--- config.mk ---
export PLATFORM = sky130hd
export DESIGN_NAME = uart_rx_fifo_flat
export DESIGN_NICKNAME = d
export VERILOG_FILES = /design/src/rtl/uart_rx_fifo_if.sv /design/src/rtl/uart_rx_fifo.sv /design/src/flat_wrapper.sv
export SDC_FILE = /design/constraint.sdc
export NUM_CORES = 1
export LEC_CHECK = 0
export BUFFER_PORTS_ARGS = -buffer_cell sky130_fd_sc_hd__buf_4
export CORE_MARGIN = 4
export CORE_UTILIZATION = 65
export DETAILED_ROUTE_END_ITERATION = 7
export PLACE_DENSITY = 0.9
export SLEW_MARGIN = 20
export SYNTH_ARGS = -nofsm -noshare
export SYNTH_HDL_FRONTEND = slang
export SYNTH_SLANG_ARGS = --single-unit
--- constraint.sdc ---
create_clock -name clk -period 5.4 [get_ports clk]
set_input_delay 0.81 -clock clk [delete_from_list [all_inputs] [get_ports clk]]
set_output_delay 0.81 -clock clk [all_outputs]
set_load 0.1 [all_outputs]
--- src/rtl/uart_rx_fifo_if.sv ---
// ---------------------------------------------------------------------------
// uart_rx_fifo_if
// Receive-side handshake between the UART receiver FIFO and its consumer.
//   data_out       : head word, right-justified, upper bits zero
//   parity_err_out : parity error flag of the head word
//   frame_err_out  : stop-bit error flag of the head word
//   valid          : FIFO holds at least one word
//   ready          : consumer accepts the head word (pop on valid && ready)
// Modports: master = receiver side, slave = consumer side.
// ---------------------------------------------------------------------------
interface uart_rx_fifo_if #(
    parameter int MAX_DATA_BITS = 9
);
    logic [MAX_DATA_BITS-1:0] data_out;
    logic                     parity_err_out;
    logic                     frame_err_out;
    logic                     valid;
    logic                     ready;

    modport master (
        output data_out,
        output parity_err_out,
        output frame_err_out,
        output valid,
        input  ready
    );

    modport slave (
        input  data_out,
        input  parity_err_out,
        input  frame_err_out,
        input  valid,
        output ready
    );
endinterface

--- src/rtl/uart_rx_fifo.sv ---
// ---------------------------------------------------------------------------
// uart_rx_fifo
// Oversampling UART receiver with 3-sample majority voting, false-start
// rejection, break detection, per-word parity/framing flags and a
// first-word-fall-through receive FIFO.
// Ports:
//   clk          : system clock
//   rst          : asynchronous reset, active-low
//   sample_en    : one-cycle strobe at OVERSAMPLE x baud
//   rx           : asynchronous serial input, idles high
//   parity_en    : frame carries a parity bit
//   parity_odd   : 0 = even parity, 1 = odd parity
//   stop_bits    : 0 = one stop bit, 1 = two stop bits
//   frame_length : data bits per frame (clamped to 5..MAX_DATA_BITS)
//   rx_if        : head word, flags, valid/ready handshake
//   break_det    : one-cycle pulse when a break is detected
//   overrun      : sticky, a word was dropped because the FIFO was full
//   fifo_level   : current FIFO occupancy
// ---------------------------------------------------------------------------
module uart_rx_fifo #(
    parameter int OVERSAMPLE    = 16,
    parameter int MAX_DATA_BITS = 9,
    parameter int FIFO_DEPTH    = 4
) (
    input  logic                          clk,
    input  logic                          rst,
    input  logic                          sample_en,
    input  logic                          rx,
    input  logic                          parity_en,
    input  logic                          parity_odd,
    input  logic                          stop_bits,
    input  logic [3:0]                    frame_length,
    uart_rx_fifo_if.master                rx_if,
    output logic                          break_det,
    output logic                          overrun,
    output logic [$clog2(FIFO_DEPTH):0]   fifo_level
);
    localparam int SC_W   = $clog2(OVERSAMPLE);
    localparam int PTR_W  = $clog2(FIFO_DEPTH);
    localparam int CNT_W  = PTR_W + 1;
    localparam int WORD_W = MAX_DATA_BITS + 2;

    localparam logic [SC_W-1:0] SC_A    = SC_W'(OVERSAMPLE/2 - 1);
    localparam logic [SC_W-1:0] SC_B    = SC_W'(OVERSAMPLE/2);
    localparam logic [SC_W-1:0] SC_C    = SC_W'(OVERSAMPLE/2 + 1);
    localparam logic [SC_W-1:0] SC_LAST = SC_W'(OVERSAMPLE - 1);

    typedef enum logic [2:0] {
        IDLE, START, DATA, PARITY, STOP1, STOP2, BREAK_WAIT
    } state_t;

    // ---------------- synchroniser ----------------
    logic rx_meta_q, rxs_q;

    always_ff @(posedge clk or negedge rst) begin
        if (!rst) begin
            rx_meta_q <= 1'b1;
            rxs_q     <= 1'b1;
        end else begin
            rx_meta_q <= rx;
            rxs_q     <= rx_meta_q;
        end
    end

    // ---------------- receiver FSM ----------------
    state_t                    state_q;
    logic [SC_W-1:0]           sc_q;
    logic [3:0]                bit_cnt_q;
    logic [3:0]                len_q;
    logic                      par_en_q, par_odd_q, stop2_q;
    logic [MAX_DATA_BITS-1:0]  data_q;
    logic                      s_a_q, s_b_q;
    logic                      perr_q, ferr_q;
    logic                      zero_q;          // every sampled bit so far was 0
    logic                      push_q;
    logic [WORD_W-1:0]         push_word_q;
    logic                      break_q;

    logic       maj, decide, sc_last;
    logic       stop_zero, ferr_now;
    logic [3:0] len_clamped;

    assign maj       = (s_a_q & s_b_q) | (s_a_q & rxs_q) | (s_b_q & rxs_q);
    assign decide    = (sc_q == SC_C);
    assign sc_last   = (sc_q == SC_LAST);
    // Break is only declared when the final stop bit is also low.
    assign stop_zero = zero_q & ~maj;
    assign ferr_now  = ferr_q | ~maj;

    always_comb begin
        len_clamped = frame_length;
        if (frame_length < 4'd5)
            len_clamped = 4'd5;
        else if (frame_length > 4'(MAX_DATA_BITS))
            len_clamped = 4'(MAX_DATA_BITS);
    end

    always_ff @(posedge clk or negedge rst) begin
        if (!rst) begin
            state_q     <= IDLE;
            sc_q        <= '0;
            bit_cnt_q   <= '0;
            len_q       <= 4'd5;
            par_en_q    <= 1'b0;
            par_odd_q   <= 1'b0;
            stop2_q     <= 1'b0;
            data_q      <= '0;
            s_a_q       <= 1'b1;
            s_b_q       <= 1'b1;
            perr_q      <= 1'b0;
            ferr_q      <= 1'b0;
            zero_q      <= 1'b0;
            push_q      <= 1'b0;
            push_word_q <= '0;
            break_q     <= 1'b0;
        end else begin
            push_q  <= 1'b0;
            break_q <= 1'b0;
            if (sample_en) begin
                if (state_q != IDLE && state_q != BREAK_WAIT) begin
                    sc_q <= sc_last ? '0 : sc_q + 1'b1;
                    if (sc_q == SC_A) s_a_q <= rxs_q;
                    if (sc_q == SC_B) s_b_q <= rxs_q;
                end
                case (state_q)
                    IDLE: begin
                        if (!rxs_q) begin
                            len_q     <= len_clamped;
                            par_en_q  <= parity_en;
                            par_odd_q <= parity_odd;
                            stop2_q   <= stop_bits;
                            sc_q      <= '0;
                            bit_cnt_q <= '0;
                            data_q    <= '0;
                            perr_q    <= 1'b0;
                            ferr_q    <= 1'b0;
                            zero_q    <= 1'b1;
                            state_q   <= START;
                        end
                    end
                    START: begin
                        if (decide && maj)
                            state_q <= IDLE;        // false start
                        else if (sc_last)
                            state_q <= DATA;
                    end
                    DATA: begin
                        if (decide) begin
                            for (int i = 0; i < MAX_DATA_BITS; i++)
                                if (bit_cnt_q == 4'(i)) data_q[i] <= maj;
                            zero_q <= zero_q & ~maj;
                        end
                        if (sc_last) begin
                            if (bit_cnt_q == len_q - 4'd1)
                                state_q <= par_en_q ? PARITY : STOP1;
                            else
                                bit_cnt_q <= bit_cnt_q + 4'd1;
                        end
                    end
                    PARITY: begin
                        if (decide) begin
                            perr_q <= (^data_q) ^ maj ^ par_odd_q;
                            zero_q <= zero_q & ~maj;
                        end
                        if (sc_last) state_q <= STOP1;
                    end
                    STOP1: begin
                        if (decide) begin
                            if (stop2_q) begin
                                ferr_q <= ferr_now;
                                zero_q <= stop_zero;
                            end else if (stop_zero) begin
                                break_q <= 1'b1;
                                state_q <= BREAK_WAIT;
                            end else begin
                                push_q      <= 1'b1;
                                push_word_q <= {data_q, perr_q, ferr_now};
                                state_q     <= IDLE;
                            end
                        end
                        if (sc_last && stop2_q) state_q <= STOP2;
                    end
                    STOP2: begin
                        if (decide) begin
                            if (stop_zero) begin
                                break_q <= 1'b1;
                                state_q <= BREAK_WAIT;
                            end else begin
                                push_q      <= 1'b1;
                                push_word_q <= {data_q, perr_q, ferr_now};
                                state_q     <= IDLE;
                            end
                        end
                    end
                    BREAK_WAIT: begin
                        if (rxs_q) state_q <= IDLE;
                    end
                    default: state_q <= IDLE;
                endcase
            end
        end
    end

    // ---------------- receive FIFO ----------------
    logic [WORD_W-1:0] mem_q [FIFO_DEPTH];
    logic [PTR_W-1:0]  wr_ptr_q, rd_ptr_q;
    logic [CNT_W-1:0]  count_q;
    logic              overrun_q;
    logic              pop, full, wr_en;
    logic [WORD_W-1:0] head;

    assign pop   = rx_if.valid & rx_if.ready;
    assign full  = (count_q == CNT_W'(FIFO_DEPTH));
    // A pop in the same cycle frees the slot the new word needs.
    assign wr_en = push_q & (~full | pop);

    always_ff @(posedge clk or negedge rst) begin
        if (!rst) begin
            for (int i = 0; i < FIFO_DEPTH; i++) mem_q[i] <= '0;
            wr_ptr_q  <= '0;
            rd_ptr_q  <= '0;
            count_q   <= '0;
            overrun_q <= 1'b0;
        end else begin
            if (wr_en) begin
                mem_q[wr_ptr_q] <= push_word_q;
                wr_ptr_q        <= wr_ptr_q + 1'b1;
            end
            if (pop) rd_ptr_q <= rd_ptr_q + 1'b1;
            count_q <= count_q + CNT_W'(wr_en) - CNT_W'(pop);
            if (push_q && full && !pop)
                overrun_q <= 1'b1;
            else if (pop)
                overrun_q <= 1'b0;
        end
    end

    assign head                 = mem_q[rd_ptr_q];
    assign rx_if.data_out       = head[WORD_W-1:2];
    assign rx_if.parity_err_out = head[1];
    assign rx_if.frame_err_out  = head[0];
    assign rx_if.valid          = (count_q != '0);
    assign break_det            = break_q;
    assign overrun              = overrun_q;
    assign fifo_level           = count_q;

endmodule

--- src/flat_wrapper.sv ---
// flat-port wrapper written by rule: the top's interface ports become plain ports
module uart_rx_fifo_flat 
#(
    parameter int OVERSAMPLE    = 16,
    parameter int MAX_DATA_BITS = 9,
    parameter int FIFO_DEPTH    = 4
)
  (clk, rst, sample_en, rx, parity_en, parity_odd, stop_bits, frame_length, break_det, overrun, fifo_level, rx_if_data_out, rx_if_parity_err_out, rx_if_frame_err_out, rx_if_valid, rx_if_ready);
  uart_rx_fifo_if #(.MAX_DATA_BITS(MAX_DATA_BITS)) rx_if_i ();
  input  logic clk;
  input  logic rst;
  input  logic sample_en;
  input  logic rx;
  input  logic parity_en;
  input  logic parity_odd;
  input  logic stop_bits;
  input  logic [3:0] frame_length;
  output logic break_det;
  output logic overrun;
  output logic [$clog2(FIFO_DEPTH):0] fifo_level;
  output wire logic [$bits(rx_if_i.data_out)-1:0] rx_if_data_out;
  output wire logic [$bits(rx_if_i.parity_err_out)-1:0] rx_if_parity_err_out;
  output wire logic [$bits(rx_if_i.frame_err_out)-1:0] rx_if_frame_err_out;
  output wire logic [$bits(rx_if_i.valid)-1:0] rx_if_valid;
  input wire logic [$bits(rx_if_i.ready)-1:0] rx_if_ready;
  assign rx_if_data_out = rx_if_i.data_out;
  assign rx_if_parity_err_out = rx_if_i.parity_err_out;
  assign rx_if_frame_err_out = rx_if_i.frame_err_out;
  assign rx_if_valid = rx_if_i.valid;
  assign rx_if_i.ready = rx_if_ready;
  uart_rx_fifo #(.OVERSAMPLE(OVERSAMPLE), .MAX_DATA_BITS(MAX_DATA_BITS), .FIFO_DEPTH(FIFO_DEPTH)) u_core (.clk(clk), .rst(rst), .sample_en(sample_en), .rx(rx), .parity_en(parity_en), .parity_odd(parity_odd), .stop_bits(stop_bits), .frame_length(frame_length), .rx_if(rx_if_i), .break_det(break_det), .overrun(overrun), .fifo_level(fifo_level));
endmodule
==> impl_metrics.tcl <==
set metrics [dict create \
    netlist_top_cells_area "dfrtp_1, mux2_2, mux4_2" \
    ys_ff_latch 99 \
    synthesis.area_sq_um 4930 \
    hp-class "reg -> reg" \
    yosysMostFrequentCell "dfrtp_1" \
    worst_pin_slew_ns 0.790 \
    outcome "finished clean" \
    synth_area_per_cell_sq_um 12.3 \
    initial_core_util 0.676 \
    cts_tree "done" \
    synth-edff-count 0 \
    io_buffers 28 \
    cts_buffer_depth 2 \
    die_w_um 95.1 \
    synth_top_cell_by_area "dfrtp_1" \
    synth_top_area_frac 0.472 \
    grt_pass1_wl_um 16200 \
    htreeDepth 3 \
    p_total_mw 2.22 \
    worstPathRequired_ns 4.59 \
    crit_type "reg -> out" \
    power_switching_mw 0.875 \
    hpwl_um 6580 \
    grt_usage 0.237 \
    rsz0062_at_grt "false" \
    die_h_um 95.1 \
    synth_warnings 0 \
    cp_data_arrival_time_ns 2.09 \
    cts.hold.buffers_added 0 \
    maxSlewViolCount 0 \
    wl_per_cell_um 18.1 \
    async_reset_ff_frac 1.00 \
    reg2reg_depth 5 \
    pwr-share-comb 0.317 \
    vias_per_cell 6.02 \
    p_sw_frac 0.395 \
    first_iter_violations 109 \
    worstSetupEndpointType "output pin" \
    finalCritPeriodShare 0.538 \
    n_antenna_cell 0 \
    grt_pass1_vias 3281 \
    drive_gt1_frac 0.297 \
    netlist_instances 402 \
    p_leak_nw 2.56 \
    die_area_sq_um 9040 \
    ant_nets 0 \
    ir_worst_vdd_mv 0.342 \
    seq_power_share 0.461 \
    fillers 480 \
    netlist_top_cells_count "dfrtp_1, mux2_2, nand2_1" \
    clock-sinks 99 \
    postSynthNetCount 429 \
    yosys_most_used_dff "dfrtp_1" \
    r2r-start "u_core.state_q[1]$_DFFE_PN0P_" \
    fin_nets 449 \
    ctsResizeCount 0 \
    cts_root_buf "clkbuf_8" \
    ys_seq_area_frac 0.504 \
    critical_path.max_fanout 13 \
    clk_pin_slew_ns 0.09 \
    setup_violations 0 \
    io_pins 29 \
    power_density_nw_per_um2 412 \
    drt_first_pass_iters 4 \
    antenna_found_initial 0 \
    rows 31 \
    grt_max_degree 53 \
    cts_made_buffers 9 \
    area_delta_synth_final_pct 9.27 \
    synth_cell_types 57 \
    rr_endpoint "u_core.data_q[1]$_DFFE_PN0P_" \
    wl_um 9520 \
    core_area_sq_um 7290 \
    slew_headroom 0.469 \
    critPathLaunchType "register" \
    fmax_mhz 344 \
    gp_congestion 0.816 \
    p_int_mw 1.34 \
    final.setup.tns_ns 0 \
    drc 0 \
    holdPathEnd "u_core.rxs_q$_DFF_PN1_" \
    hold_path_depth 0 \
    maxCapViolCount 0 \
    grt_overflow 0 \
    min_period_ns 2.90 \
    route.vias.total 3168 \
    hp-start "u_core.rx_meta_q$_DFF_PN1_" \
    reg2reg_slack_ns 3.03 \
    postCtsSetupRepairBufs 0 \
    clkPwrFrac 0.223 \
    hold_violations 0 \
    insertion_delay_ns 0.37 \
    finalClockSkew_ns 0.0150 \
]
## stage by stage
step	cells	hold slack, ns	area, sq um	setup WS, ns	util
global placement	510	0.347	5180	2.96	0.710
floorplan	402	0.345	4930	2.27	-
detailed placement	510	0.347	5180	2.86	0.710
global route	526	0.364	5380	2.36	0.738
finish	526	0.360	5380	2.50	0.738
CTS	526	0.361	5380	2.45	0.738
## worst max-delay path by stage
stage                                           endpoint                           start  slack (ns)  cells past startpoint
after floorplan           u_core.fifo_level[2]$_DFF_PN0_  u_core.fifo_level[2]$_DFF_PN0_        2.27                      7
after global placement                 rx_if_data_out[7]  u_core.rd_ptr_q[0]$_DFFE_PN0P_        2.96                      2
after detailed placement               rx_if_data_out[1]  u_core.rd_ptr_q[0]$_DFFE_PN0P_        2.86                      2
after CTS                              rx_if_data_out[1]  u_core.rd_ptr_q[0]$_DFFE_PN0P_        2.45                      2
after global routing                   rx_if_data_out[6]  u_core.rd_ptr_q[0]$_DFFE_PN0P_        2.36                      2
final                                  rx_if_data_out[6]  u_core.rd_ptr_q[0]$_DFFE_PN0P_        2.50                      2
## kinds of logic (layout without fill, tap and decap cells)
family                   count (synthesis)  count (layout)  share of synthesized area
XOR/XNOR                                21              21                     0.0404
AND/OR/NAND/NOR                         86              86                     0.0927
buffers and inverters                   38              63                     0.0330
AO/OA/AOI/OAI                           69              69                     0.0960
adder cells (fa/ha/maj)                 16              16                     0.0419
flip-flops                              99              99                      0.504
multiplexers                            73              73                      0.192
## layer usage
| layer | vias to the layer above | part of all wire | global-route usage |
|---|---|---|---|
| met5 | - | 0 | 0 |
| met4 | 0 | 0.034 | 0.118 |
| met3 | 30 | 0.043 | 0.0489 |
| met2 | 89 | 0.50 | 0.389 |
| met1 | 1560 | 0.42 | 0.300 |
| li1 | 1489 | - | - |
## power groups by stage
stage               clock (mW)  sequential, mW  combinational (mW)
CTS                      0.499            1.02               0.704
global placement             0            1.02               0.673
global route             0.538            1.05               0.774
floorplan                    0            1.00               0.574
detailed placement           0            1.03               0.697
finish                   0.494            1.02               0.702
## critical path: stages, from the launching register on
cell,delay (ns)
dfrtp_1,0.86
mux4_2,0.62
buf_4,0.25
## cells in the final DEF, fill, tap and decap left out, drive strengths merged, types with 3 or more instances in the layout
| cell type | n |
|---|---|
| mux2 | 60 |
| ha | 14 |
| a31oi | 3 |
| dfrtp | 93 |
| clkbuf | 9 |
| nand2b | 6 |
| o41ai | 10 |
| a211oi | 3 |
| nor2 | 12 |
| nand4 | 4 |
| xnor2 | 15 |
| a21oi | 16 |
| mux4 | 11 |
| o21ai | 20 |
| nor2b | 4 |
| buf | 30 |
| xor2 | 5 |
| dfstp | 6 |
| nor3 | 7 |
| nand3b | 4 |
| nand2 | 36 |
| o31a | 3 |
| inv | 20 |
## final cells by class
cell class	count	area, sq um	area share
inverter	17	63.8	0.0119
clock inverter	7	82.6	0.0153
clock buffer	9	124	0.0230
multi-input combinational	265	2280	0.423
tap	99	124	0.0230
timing repair buffer	30	225	0.0418
sequential	99	2480	0.462
## sequential cells by signal, summed over array words and instances, names as in the netlist
signal / flops
u_core.bit_cnt_q: 4
u_core.ferr_q: 1
u_core.stop2_q: 1
u_core.rx_meta_q: 1
u_core.mem_q: 44
u_core.push_word_q: 11
u_core.data_q: 9
u_core.fifo_level: 3
u_core.par_en_q: 1
u_core.perr_q: 1
u_core.rd_ptr_q: 2
u_core.s_a_q: 1
u_core.zero_q: 1
u_core.s_b_q: 1
u_core.push_q: 1
u_core.overrun: 1
u_core.sc_q: 4
u_core.break_det: 1
u_core.state_q: 3
u_core.wr_ptr_q: 2
u_core.len_q: 4
u_core.rxs_q: 1
u_core.par_odd_q: 1
(Power assumes the default switching activity.)
